$ cat config.mk
export PLATFORM = sky130hd
export DESIGN_NAME = const_div_seq_flat
export DESIGN_NICKNAME = d
export VERILOG_FILES = /design/src/rtl/const_div_seq_if.sv /design/src/rtl/const_div_seq.sv /design/src/flat_wrapper.sv
export SDC_FILE = /design/constraint.sdc
export NUM_CORES = 1
export LEC_CHECK = 0
export CAP_MARGIN = 5
export CORE_MARGIN = 10
export CORE_UTILIZATION = 25
export DETAILED_ROUTE_END_ITERATION = 16
export HOLD_SLACK_MARGIN = 0.03
export PLACE_DENSITY = 0.5
export SLEW_MARGIN = 20
export SYNTH_ARGS = -nofsm -noshare
export SYNTH_HDL_FRONTEND = slang
export SYNTH_SLANG_ARGS = --single-unit
$ cat constraint.sdc
create_clock -name clk -period 2.09 [get_ports clk]
set_input_delay 0.418 -clock clk [delete_from_list [all_inputs] [get_ports clk]]
set_output_delay 0.418 -clock clk [all_outputs]
set_load 0.05 [all_outputs]
$ cat src/rtl/const_div_seq_if.sv
// Operand/result handshake bundle for const_div_seq; RW follows the divisor width.
// Latency: none (wiring only). Backpressure: carries in_ready/out_ready between producer, divider and consumer.
// The divider takes the slave modport; the operand producer / result consumer side takes master.
interface const_div_seq_if #(
    parameter int WIDTH   = 32,
    parameter int DIVISOR = 5
);
    localparam int RW = $clog2(DIVISOR);

    logic             in_valid;
    logic             in_ready;
    logic [WIDTH-1:0] in_x;
    logic             out_valid;
    logic             out_ready;
    logic [WIDTH-1:0] out_q;
    logic [RW-1:0]    out_r;
    logic             busy;

    modport master (
        output in_valid, in_x, out_ready,
        input  in_ready, out_valid, out_q, out_r, busy
    );

    modport slave (
        input  in_valid, in_x, out_ready,
        output in_ready, out_valid, out_q, out_r, busy
    );
endinterface

$ cat src/rtl/const_div_seq.sv
// Sequential divide by constant DIVISOR, CHUNK dividend bits per cycle, MS-first; CONST_DIV_SEQ_ROUND_EN rounds q half up.
// Latency: result valid NSTEP+1 cycles after the accept cycle; one result per NSTEP+1 cycles when out_ready stays high.
// Backpressure: result held in DONE while out_ready is low (in_ready low); a new operand is taken in the DONE release cycle.
module const_div_seq #(
    parameter int WIDTH   = 32,
    parameter int DIVISOR = 5,
    parameter int CHUNK   = 4
) (
    input logic            clk,
    input logic            rst_n,
    const_div_seq_if.slave bus
);
    localparam int RW    = $clog2(DIVISOR);
    localparam int NSTEP = WIDTH / CHUNK;
    localparam int TW    = RW + CHUNK;
    localparam int SW    = (NSTEP > 1) ? $clog2(NSTEP) : 1;

    generate
        if (CHUNK < 1) begin : g_bad_chunk
            $error("const_div_seq: CHUNK must be >= 1");
        end else if (WIDTH % CHUNK != 0) begin : g_bad_width
            $error("const_div_seq: WIDTH must be a multiple of CHUNK");
        end
        if (DIVISOR < 2) begin : g_bad_divisor
            $error("const_div_seq: DIVISOR must be >= 2");
        end
    endgenerate

    typedef enum logic [1:0] {IDLE, RUN, DONE} state_t;

    state_t           state_q, state_d;
    logic [WIDTH-1:0] shift_q;
    logic [WIDTH-1:0] quot_q;
    logic [RW-1:0]    rem_q;
    logic [SW-1:0]    step_q;

    logic             acc_rdy;
    logic             accept;
    logic             last_step;
    logic [TW-1:0]    t;
    logic [CHUNK-1:0] qd;
    logic [RW-1:0]    rem_d;
    logic [WIDTH-1:0] quot_shift;
    logic [WIDTH-1:0] quot_fin;

    // rem < DIVISOR keeps t below DIVISOR*2^CHUNK, so the digit always fits CHUNK bits
    assign t          = {rem_q, shift_q[WIDTH-1 -: CHUNK]};
    assign qd         = CHUNK'(t / TW'(DIVISOR));
    assign rem_d      = RW'(t % TW'(DIVISOR));
    assign quot_shift = WIDTH'({quot_q, qd});
    assign last_step  = (step_q == SW'(NSTEP - 1));

`ifdef CONST_DIV_SEQ_ROUND_EN
    logic round_up;
    // 2*rem >= DIVISOR; floor(max/DIVISOR)+1 cannot wrap since DIVISOR >= 2
    assign round_up = ({1'b0, rem_d, 1'b0} >= (RW + 2)'(DIVISOR));
    assign quot_fin = quot_shift + WIDTH'(round_up);
`else
    assign quot_fin = quot_shift;
`endif

    always_comb begin
        state_d = state_q;
        acc_rdy = 1'b0;
        case (state_q)
            IDLE: begin
                acc_rdy = 1'b1;
                if (bus.in_valid) state_d = RUN;
            end
            RUN: begin
                if (last_step) state_d = DONE;
            end
            DONE: begin
                if (bus.out_ready) begin
                    acc_rdy = 1'b1;
                    state_d = bus.in_valid ? RUN : IDLE;
                end
            end
            default: state_d = IDLE;
        endcase
    end

    assign accept = bus.in_valid & acc_rdy;

    always_ff @(posedge clk or negedge rst_n) begin
        if (!rst_n) begin
            state_q <= IDLE;
        end else begin
            state_q <= state_d;
        end
    end

    always_ff @(posedge clk or negedge rst_n) begin
        if (!rst_n) begin
            shift_q <= '0;
            quot_q  <= '0;
            rem_q   <= '0;
            step_q  <= '0;
        end else if (accept) begin
            shift_q <= bus.in_x;
            quot_q  <= '0;
            rem_q   <= '0;
            step_q  <= '0;
        end else if (state_q == RUN) begin
            shift_q <= shift_q << CHUNK;
            quot_q  <= last_step ? quot_fin : quot_shift;
            rem_q   <= rem_d;
            step_q  <= step_q + 1'b1;
        end
    end

    assign bus.in_ready  = acc_rdy;
    assign bus.out_valid = (state_q == DONE);
    assign bus.busy      = (state_q == RUN);
    assign bus.out_q     = quot_q;
    assign bus.out_r     = rem_q;
endmodule

$ cat src/flat_wrapper.sv
// flat-port wrapper written by rule: the top's interface ports become plain ports
module const_div_seq_flat 
#(
    parameter int WIDTH   = 32,
    parameter int DIVISOR = 5,
    parameter int CHUNK   = 4
)
  (clk, rst_n, bus_in_valid, bus_in_x, bus_out_ready, bus_in_ready, bus_out_valid, bus_out_q, bus_out_r, bus_busy);
  const_div_seq_if #(.WIDTH(WIDTH), .DIVISOR(DIVISOR)) bus_i ();
  input logic clk;
  input logic rst_n;
  input wire logic [$bits(bus_i.in_valid)-1:0] bus_in_valid;
  input wire logic [$bits(bus_i.in_x)-1:0] bus_in_x;
  input wire logic [$bits(bus_i.out_ready)-1:0] bus_out_ready;
  output wire logic [$bits(bus_i.in_ready)-1:0] bus_in_ready;
  output wire logic [$bits(bus_i.out_valid)-1:0] bus_out_valid;
  output wire logic [$bits(bus_i.out_q)-1:0] bus_out_q;
  output wire logic [$bits(bus_i.out_r)-1:0] bus_out_r;
  output wire logic [$bits(bus_i.busy)-1:0] bus_busy;
  assign bus_i.in_valid = bus_in_valid;
  assign bus_i.in_x = bus_in_x;
  assign bus_i.out_ready = bus_out_ready;
  assign bus_in_ready = bus_i.in_ready;
  assign bus_out_valid = bus_i.out_valid;
  assign bus_out_q = bus_i.out_q;
  assign bus_out_r = bus_i.out_r;
  assign bus_busy = bus_i.busy;
  const_div_seq #(.WIDTH(WIDTH), .DIVISOR(DIVISOR), .CHUNK(CHUNK)) u_core (.clk(clk), .rst_n(rst_n), .bus(bus_i));
endmodule
==> run metrics <==
Avg Cell Area, Syn=8.644 µm²; worst relative slew slack=0.5946; sequential share of the synthesized area=0.4870; Netlist cell types=57; ANT nets after route=0; Worst Setup SP=u_core.bus.out_q[2]$_DFFE_PN0P_; Net Sw Frac=0.4657; Placer Congestion=0.8107; TritonCTS clock tree=built; leakage=0.002165 µW; Pwr Density=around 1900 nW/µm²; Top FF cell, synth=dfrtp_1; Post-Syn Area=between 3000 and 4000 µm²; RSZ-0062 raised after global routing=false; Syn Nets=between 400 and 500; num ports=74; WL/cell=15.51 µm; Root Driver=clkbuf_16; Tot Pwr=9339 µW; final cycle utilization of the critical path=0.9772; critical path type=register to primary output; largest net degree at the start of global routing=73; chip width=about 140 µm; MaxCap Viol Count=0; cell with the most instances after synthesis=nand2_1; Layout Nets=535; fin crit period=2.042 ns; maximum clock rate=489.6 MHz; final hold slack=0.08796 ns; CTS Buf Count=9; Setup TNS Final=0 ns; HP Class=input port to asynchronous set/reset pin; clk slew on worst S/H paths=0.06 ns; Int Power=about 5000 µW; gr ovfl total=0; post-synthesis async set-or-reset flop share=1.000; DRT iter0 DRCs=285; Bufs on Longest Clock Path=2; maximum fanout along the worst path=3; die footprint=20060 µm²; CTS sink cnt=72; Post-CTS Setup Bufs=0; post-synthesis register bit count=72; fin util=0.3453; worst r2r dst=u_core.bus.out_r[2]$_DFFE_PN0P_; Total Routed Length=10630 µm; Initial Util=0.2546; Worst Path Arrival=1.62 ns; DIE HEIGHT=141.7 µm; H-tree depth=3; outcome=finished clean; worst path cell trace=clkdlybuf4s50_1; Final HPWL DP=between 7000 and 8000 µm; Hold Violations, Final=0; post-synthesis instance total=428; DRC errors left=0; Worst Tran Pin Value=0.6081 ns; Core Area=14530 µm²; Max VDD drop=0.0005905 V; Synth area leaders=dfrtp_1, nand2_1, a22oi_1; first-pass GRT wire length=between 15000 and 20000 µm; Crit path max-delay family=buffers and inverters; Crit. End Element=primary output; top cell type's share of synthesized area=0.4870; EDFF count, synth=0; Area growth syn-to-layout=35.64%; flop-to-flop setup slack=0.16 ns; worst skew pair latency=0.33 ns; number of buffers added on ports=73; nature of the critical path startpoint=register; antenna cell count=0; vias per std cell=between 4 and 5; cell taking the most area after synthesis=dfrtp_1; pins over their slew limit=0; initial antenna violation count=0; Via Count=3281; Buffers & Inverters on Critical Path=1; highest-delay cell along the critical path=clkdlybuf4s50_1; power share of the sequential group=0.280; Worst Clk Skew=0.008897 ns; worst reg-to-reg path cell count=7; GRT Util Overall=0.1031; final setup violation count=0; synth cell count leaders=nand2_1, dfrtp_1, o21ai_0, a22oi_1, clkbuf_1; row count=44; Filler Cell Count=1533; WP data required=1.67 ns; Pre-antenna DRT Iters=5; NetSw=4349 µW; CP max stage delay=0.84 ns; fraction of layout cells with a size suffix above 1=0.1118; vias in the first global route=between 3000 and 4000; launching point of the worst reg2reg path=u_core.bus.out_r[1]$_DFFE_PN0P_; combinational share of power=0.558; Clock Power Share=0.162; Syn. warnings=0
layout by cell type, fill, tap and decap left out, types with 4 or more instances in the layout:
cell type	Yosys	final
nand2b_1	6	6
nand3_1	8	8
nand2_1	134	134
nor2_1	11	10
buf_12	0	8
a31oi_1	4	4
o21ai_0	44	44
buf_4	4	21
a21oi_1	11	10
a22oi_1	30	30
clkdlybuf4s50_1	0	66
dfrtp_1	72	69
nor3_1	5	5
clkbuf_16	0	9
sequential cells by signal (all words and copies together) (netlist names):
signal / count
u_core.bus.out_q: 32
u_core.shift_q: 32
u_core.bus.out_r: 3
u_core.step_q: 3
u_core.state_q: 2
power groups by stage:
stage	registers, µW	clock network [µW]	logic [µW]
finish	2620	1510	5210
global route	2710	1610	5670
CTS	2610	1550	5280
detailed placement	2640	0	5260
global placement	2630	0	5200
floorplan	3390	0	2700
kinds of logic (layout without fill, tap and decap cells):
family,after synthesis,in the layout,share of synthesized area
xor+xnor,4,4,0.009471
flops,72,72,0.4870
fa+ha+maj,2,2,0.006763
compound gates,116,116,0.2019
buf+inv,42,115,0.05681
mux,3,3,0.008117
simple gates,189,189,0.2300
worst max path at each step:
stage / endpoint / slack (ns) / depth (start not counted)
final: bus_out_q[2] / 0.05 / 1
after global routing: u_core.bus.out_r[1]$_DFFE_PN0P_ / 0.005 / 7
after CTS: bus_out_q[2] / 0.04 / 1
after detailed placement: u_core.bus.out_q[6]$_DFFE_PN0P_ / -0.05 / 6
after global placement: u_core.shift_q[6]$_DFFE_PN0P_ / -0.009 / 7
after floorplan: u_core.bus.out_r[2]$_DFFE_PN0P_ / 0.12 / 7
area by class of cell:
| cell class | count | area [µm²] | area share |
|---|---|---|---|
| Inverter | 4 | 15.01 | 0.002992 |
| Clock buffer | 12 | 246.5 | 0.04911 |
| Timing Repair Buffer | 96 | 983.4 | 0.1960 |
| Clock inverter | 3 | 42.54 | 0.008477 |
| Multi-Input combinational cell | 314 | 1695 | 0.3378 |
| Sequential cell | 72 | 1805 | 0.3598 |
| Tap cell | 184 | 230.2 | 0.04587 |
repair_timing:
| action | in CTS | in global routing |
|---|---|---|
| hold buffers | 0 | 0 |
| resized for setup | 0 | 3 |
| endpoints found under the setup margin | 0 | 4 |
| hold endpoints to repair | 0 | 0 |
layer usage:
metal	GRT usage	vias up	routed length (µm)	part of all wire
li1	-	1622	-	-
met1	0.1297	1596	4856	0.46
met2	0.1664	52	5297	0.50
met3	0.02537	11	313	0.029
met4	0.03927	0	158	0.015
met5	0	-	0	0
through the flow:
| stage | std cells | worst slack, ns | cell area [µm²] |
|---|---|---|---|
| finish | 685 | 0.04762 | 5019 |
| CTS | 685 | 0.03770 | 5015 |
| global placement | 670 | -0.009341 | 4726 |
| floorplan | 428 | 0.1191 | 3704 |
| detailed placement | 670 | -0.04763 | 4726 |
| global route | 685 | 0.005028 | 5019 |
Note: power is estimated with default switching activity, not from simulation.
